<file path="src/rtl/dmem_pkg.sv">
// Shared constants, port-index type and saturating increment for the dual-port data-memory responder.
package dmem_pkg;

    localparam int DMEM_DEPTH = 32;
    localparam int DMEM_AW    = 5;
    localparam int DMEM_DW    = 32;
    localparam int DMEM_CNT_W = 16;

    typedef enum logic {
        PORT0 = 1'b0,
        PORT1 = 1'b1
    } port_e;

    function automatic logic [DMEM_CNT_W-1:0] sat_inc(input logic [DMEM_CNT_W-1:0] v);
        return (&v) ? v : v + 16'd1;
    endfunction

endpackage

</file>
<file path="src/rtl/rr_arbiter2.sv">
// Two-input round-robin arbiter; grants are combinational and forced low during reset.
module rr_arbiter2
    import dmem_pkg::*;
(
    input  logic       clk_i,
    input  logic       rst_i,
    input  logic [1:0] req_i,
    output logic [1:0] gnt_o
);

    port_e last_gnt_q;

    always_comb begin
        gnt_o = 2'b00;
        if (!rst_i) begin
            if (&req_i) begin
                gnt_o = (last_gnt_q == PORT1) ? 2'b01 : 2'b10;
            end else begin
                gnt_o = req_i;
            end
        end
    end

    // Pointer starts at PORT1 so port 0 wins the first conflict after reset.
    always_ff @(posedge clk_i) begin
        if (rst_i) begin
            last_gnt_q <= PORT1;
        end else if (gnt_o[0]) begin
            last_gnt_q <= PORT0;
        end else if (gnt_o[1]) begin
            last_gnt_q <= PORT1;
        end
    end

endmodule

</file>
<file path="src/rtl/dmem_dual_responder.sv">
// Single-ported word array shared by two CPU memory-stage buses, one access per cycle, 1-cycle read latency.
// Optional per-port access and conflict counters when DMEM_ACCESS_COUNT_EN is defined.
module dmem_dual_responder
    import dmem_pkg::*;
#(
    parameter int DEPTH = DMEM_DEPTH,
    parameter int AW    = DMEM_AW
) (
    input  logic               clk_i,
    input  logic               rst_i,
    input  logic               req0_i,
    input  logic               we0_i,
    input  logic [DMEM_DW-1:0] addr0_i,
    input  logic [DMEM_DW-1:0] wdata0_i,
    output logic               gnt0_o,
    output logic               rvalid0_o,
    output logic [DMEM_DW-1:0] rdata0_o,
    input  logic               req1_i,
    input  logic               we1_i,
    input  logic [DMEM_DW-1:0] addr1_i,
    input  logic [DMEM_DW-1:0] wdata1_i,
    output logic               gnt1_o,
    output logic               rvalid1_o,
    output logic [DMEM_DW-1:0] rdata1_o
`ifdef DMEM_ACCESS_COUNT_EN
    ,
    output logic [DMEM_CNT_W-1:0] acc0_o,
    output logic [DMEM_CNT_W-1:0] acc1_o,
    output logic [DMEM_CNT_W-1:0] conf_o
`endif
);

    logic [1:0]         req;
    logic [1:0]         gnt;
    logic [AW-1:0]      idx0;
    logic [AW-1:0]      idx1;
    logic               wr_en;
    logic [AW-1:0]      wr_idx;
    logic [DMEM_DW-1:0] wr_data;
    logic [1:0]         rvalid_d;
    logic [1:0]         rvalid_q;
    logic [DMEM_DW-1:0] rdata0_q;
    logic [DMEM_DW-1:0] rdata1_q;
    logic [DMEM_DW-1:0] mem_q [DEPTH];
    logic               unused_addr;

    assign req = {req1_i, req0_i};

    rr_arbiter2 u_arb (
        .clk_i (clk_i),
        .rst_i (rst_i),
        .req_i (req),
        .gnt_o (gnt)
    );

    assign gnt0_o = gnt[0];
    assign gnt1_o = gnt[1];

    // Byte offset and bits above the array wrap are don't-care.
    assign idx0 = addr0_i[AW+1:2];
    assign idx1 = addr1_i[AW+1:2];
    assign unused_addr = ^{addr0_i[DMEM_DW-1:AW+2], addr0_i[1:0],
                           addr1_i[DMEM_DW-1:AW+2], addr1_i[1:0]};

    always_comb begin
        wr_en    = (gnt[0] & we0_i) | (gnt[1] & we1_i);
        wr_idx   = gnt[1] ? idx1 : idx0;
        wr_data  = gnt[1] ? wdata1_i : wdata0_i;
        rvalid_d = {gnt[1] & ~we1_i, gnt[0] & ~we0_i};
    end

    always_ff @(posedge clk_i) begin
        if (rst_i) begin
            mem_q    <= '{default: '0};
            rvalid_q <= 2'b00;
            rdata0_q <= '0;
            rdata1_q <= '0;
        end else begin
            rvalid_q <= rvalid_d;
            if (rvalid_d[0]) rdata0_q <= mem_q[idx0];
            if (rvalid_d[1]) rdata1_q <= mem_q[idx1];
            if (wr_en)       mem_q[wr_idx] <= wr_data;
        end
    end

    // A read granted just before reset must not surface its pulse in the reset cycle.
    assign rvalid0_o = rvalid_q[0] & ~rst_i;
    assign rvalid1_o = rvalid_q[1] & ~rst_i;
    assign rdata0_o  = rdata0_q;
    assign rdata1_o  = rdata1_q;

`ifdef DMEM_ACCESS_COUNT_EN
    logic [DMEM_CNT_W-1:0] acc0_q;
    logic [DMEM_CNT_W-1:0] acc1_q;
    logic [DMEM_CNT_W-1:0] conf_q;

    always_ff @(posedge clk_i) begin
        if (rst_i) begin
            acc0_q <= '0;
            acc1_q <= '0;
            conf_q <= '0;
        end else begin
            if (gnt[0]) acc0_q <= sat_inc(acc0_q);
            if (gnt[1]) acc1_q <= sat_inc(acc1_q);
            if (&req)   conf_q <= sat_inc(conf_q);
        end
    end

    assign acc0_o = acc0_q;
    assign acc1_o = acc1_q;
    assign conf_o = conf_q;
`endif

endmodule
</file>
<file path="config.mk">
export PLATFORM = sky130hd
export DESIGN_NAME = dmem_dual_responder
export DESIGN_NICKNAME = d
export VERILOG_FILES = /design/src/rtl/dmem_pkg.sv /design/src/rtl/rr_arbiter2.sv /design/src/rtl/dmem_dual_responder.sv
export SDC_FILE = /design/constraint.sdc
export NUM_CORES = 2
export LEC_CHECK = 0
export ABC_AREA = 1
export ABC_CLOCK_PERIOD_IN_PS = 5100
export CAP_MARGIN = 20
export CORE_UTILIZATION = 44
export DETAILED_ROUTE_END_ITERATION = 16
export SLEW_MARGIN = 15
export SYNTH_ARGS = -nofsm -noshare
export SYNTH_HDL_FRONTEND = slang
export SYNTH_SLANG_ARGS = --single-unit
</file>
<file path="constraint.sdc">
create_clock -name clk_i -period 5.1 [get_ports clk_i]
set_input_delay 0.765 -clock clk_i [delete_from_list [all_inputs] [get_ports clk_i]]
set_output_delay 0.765 -clock clk_i [all_outputs]
set_load 0.005 [all_outputs]
</file>
==> flow_summary.yaml <==
setup_path:
  path_buf_inv: 3
  crit_chain: "clkdlybuf4s50_1 > nor2_1 > nand2_2 > inv_2 > clkdlybuf4s50_1"
  cp_top_family: "buffers and inverters"
  ff2ff_setup_slack_ns: 1.93
  cpPeakStageDelay_ns: 0.60
  worstSetupPathType: "input pin to output port"
  cp.required_ns: 4.34
  r2r_end: "mem_q[148]$_SDFFE_PP0P_"
  crit_arrival_ns: 2.99
  cp-end-kind: "output port"
  critPathLaunchType: "input pin"
  cp_common_cell: "clkdlybuf4s50_1"
  r2r_cells: 11
  critical_path.startpoint: "rst_i"
  cp.depth: 5
  path_max_fanout: 21
  critPathSlowestCell: "clkdlybuf4s50_1"
  rr_startpoint: "u_arb.last_gnt_q$_SDFFE_PP1P_"
  critPathCapture: "gnt1_o"
pwr:
  power.total_mw: 20.5
  leakage_nw: 24.0
  cellPowerDensity_nw_per_um2: 318
  vdd_drop_max_v: 0.000394
logic_synthesis:
  synth.mux.area_fraction_pct: 0
  yosysSeqAreaShare_pct: 37.8
  synth-simple-area-share_pct: 45.9
  synth_fp_nets: 9807
  yosysWarnings: 0
  synthAdderAreaFrac_pct: 0
  synth_top_family_by_area: "simple AND/OR/NAND/NOR gates"
  syn-instance-count: 9673
  synthesis.area_um2: 57800
  synth-compound-area-share_pct: 10.1
  synth_xor_area_share_pct: 0
  synth.avg_cell_area_um2: 5.97
  yosysUniqueCellTypes: 19
  synth-seq-cells: 1091
cts:
  cts_tree: "built"
  cts_resized: 0
  clock_latency_ns: 0.80
  clockRootBuffer: "clkbuf_16"
  cts.htree.levels: 4
  cts_buffers: 130
  cts_setup_buffers: 0
  cts_buffer_depth: 3
  cts_sinks: 1091
  ctsHoldBuffers: 0
  clk_pin_slew_ns: 0.06
cells_and_area:
  drive_gt1_share_pct: 5.11
  post-route-util_pct: 49.6
  most-common-layout-cells: "nand2_1 (2741), nor2_1 (2051), nand3_1 (1666)"
  fin_nets: 9413
  area_growth_pct: 11.5
  final_common_cell: "nand2_1"
  fillers: 13343
placement:
  io_buffers: 147
  hpwl_um: 138000
  gp_congestion: 0.892
drt:
  drc_errors: 0
  vias: 64633
  drtAntennaViolNets: 0
  drt_iter0_drc: 8721
  wl_um: 259000
  via_per_inst: 5.82
  wl_per_cell_um: 23.3
  dr.pass1.iters: 8
worst_hold_path:
  hold_class: "flop to flop"
  min_from: "mem_q[93]$_SDFFE_PP0P_"
  whs_path_depth: 2
sta:
  fin_crit_ns: 3.76
  setup_viol: 0
  fmax_mhz: 266
  worst_pin_slew_ns: 1.16
  hold_viol: 0
  hold_slack_ns: 0.501
  setup-tns-final_ns: 0
  fin_crit_sh_pct: 73.7
  rsz0062_at_grt: "no"
  final_max_slew_viol_count: 0
  maxSlewHeadroom_pct: 22.4
  skew_ns: 0.0234
grt:
  overflow: 0
  first_global_vias: 58043
  antenna_found_initial: 5
  grt_max_degree: 258
  grt_usage_pct: 37.9
  grt_pass1_wl_um: 378000
die:
  start_util_pct: 44.5
  die_area_um2: 133000
  chipWidth_um: 364
  core_area_um2: 130000
  die_h_um: 364
  rows: 132
  io_pins: 202
status:
  outcome: "finished, final reports clean"
job:
  drv_cap: 0
## worst reg2reg max path, delay by kind of cell (launching register included)
family	cells	cell delay [ns]
AOI/OAI and AO/OA	2	0.36
buffers and inverters	2	0.92
DFF	1	0.34
and+or+nand+nor	7	1.43
## kinds of logic after synthesis
| kind of cell | after synthesis |
|---|---|
| buffers and inverters | 920 |
| AO/OA/AOI/OAI | 1162 |
| AND/OR/NAND/NOR | 6500 |
| flip-flops | 1091 |
## synth_stat cells (all sizes together)
library cell	n	area (µm²)
a21oi	64	320
clkbuf	722	2710
nand3	1666	8340
a31oi	1	6.26
nand2	2769	10400
buf	146	681
inv	52	195
nor2	2065	7800
o21ai	1097	5510
dfxtp	1091	21800
## where the power goes
part	switching, mW	total, mW	internal, mW
clock	3.85	9.33	5.48
sequential	0.0545	8.66	8.61
combinational	1.86	2.49	0.635
total	5.76	20.5	14.7
## worst min path at each step
stage | endpoint | slack (ns)
after floorplan | u_arb.last_gnt_q$_SDFFE_PP1P_ | 0.45
after global placement | u_arb.last_gnt_q$_SDFFE_PP1P_ | 0.47
after detailed placement | u_arb.last_gnt_q$_SDFFE_PP1P_ | 0.49
after CTS | u_arb.last_gnt_q$_SDFFE_PP1P_ | 0.50
after global routing | mem_q[387]$_SDFFE_PP0P_ | 0.52
final | mem_q[93]$_SDFFE_PP0P_ | 0.50
## layout make-up
type | instances | area [µm²] | share of cell area, %
inverters | 52 | 245 | 0.381
multi-input cells | 7662 | 32400 | 50.4
well taps | 1742 | 2180 | 3.38
diodes | 1 | 2.50 | 0.00388
clock buffers | 204 | 4030 | 6.25
flip-flops and latches | 1091 | 21800 | 33.9
repair buffers | 342 | 3540 | 5.49
clock inverters | 17 | 145 | 0.225
## metal layers
metal  routed length, µm  global-route usage, %  vias up
met4               14700                   20.4        2
met2              111000                   57.6     3929
li1                    -                      -    30377
met5                   8                      0        -
met1              103000                   49.6    29531
met3               31300                   8.70      794
## through the flow
step | setup slack, ns | instances | area (µm²)
final | 1.34 | 11111 | 64400
after global routing | 1.30 | 11110 | 64400
after CTS | 1.40 | 11109 | 64400
after detailed placement | 1.00 | 10888 | 60200
after global placement | 1.08 | 10888 | 60200
after floorplan | 2.73 | 9673 | 57800
## registers in the layout, indices dropped and copies added (netlist names)
register	flops
u_arb.last_gnt_q	1
rdata0_o	32
mem_q	1024
rdata1_o	32
rvalid_q	2
Note: power is estimated with default switching activity, not from simulation.
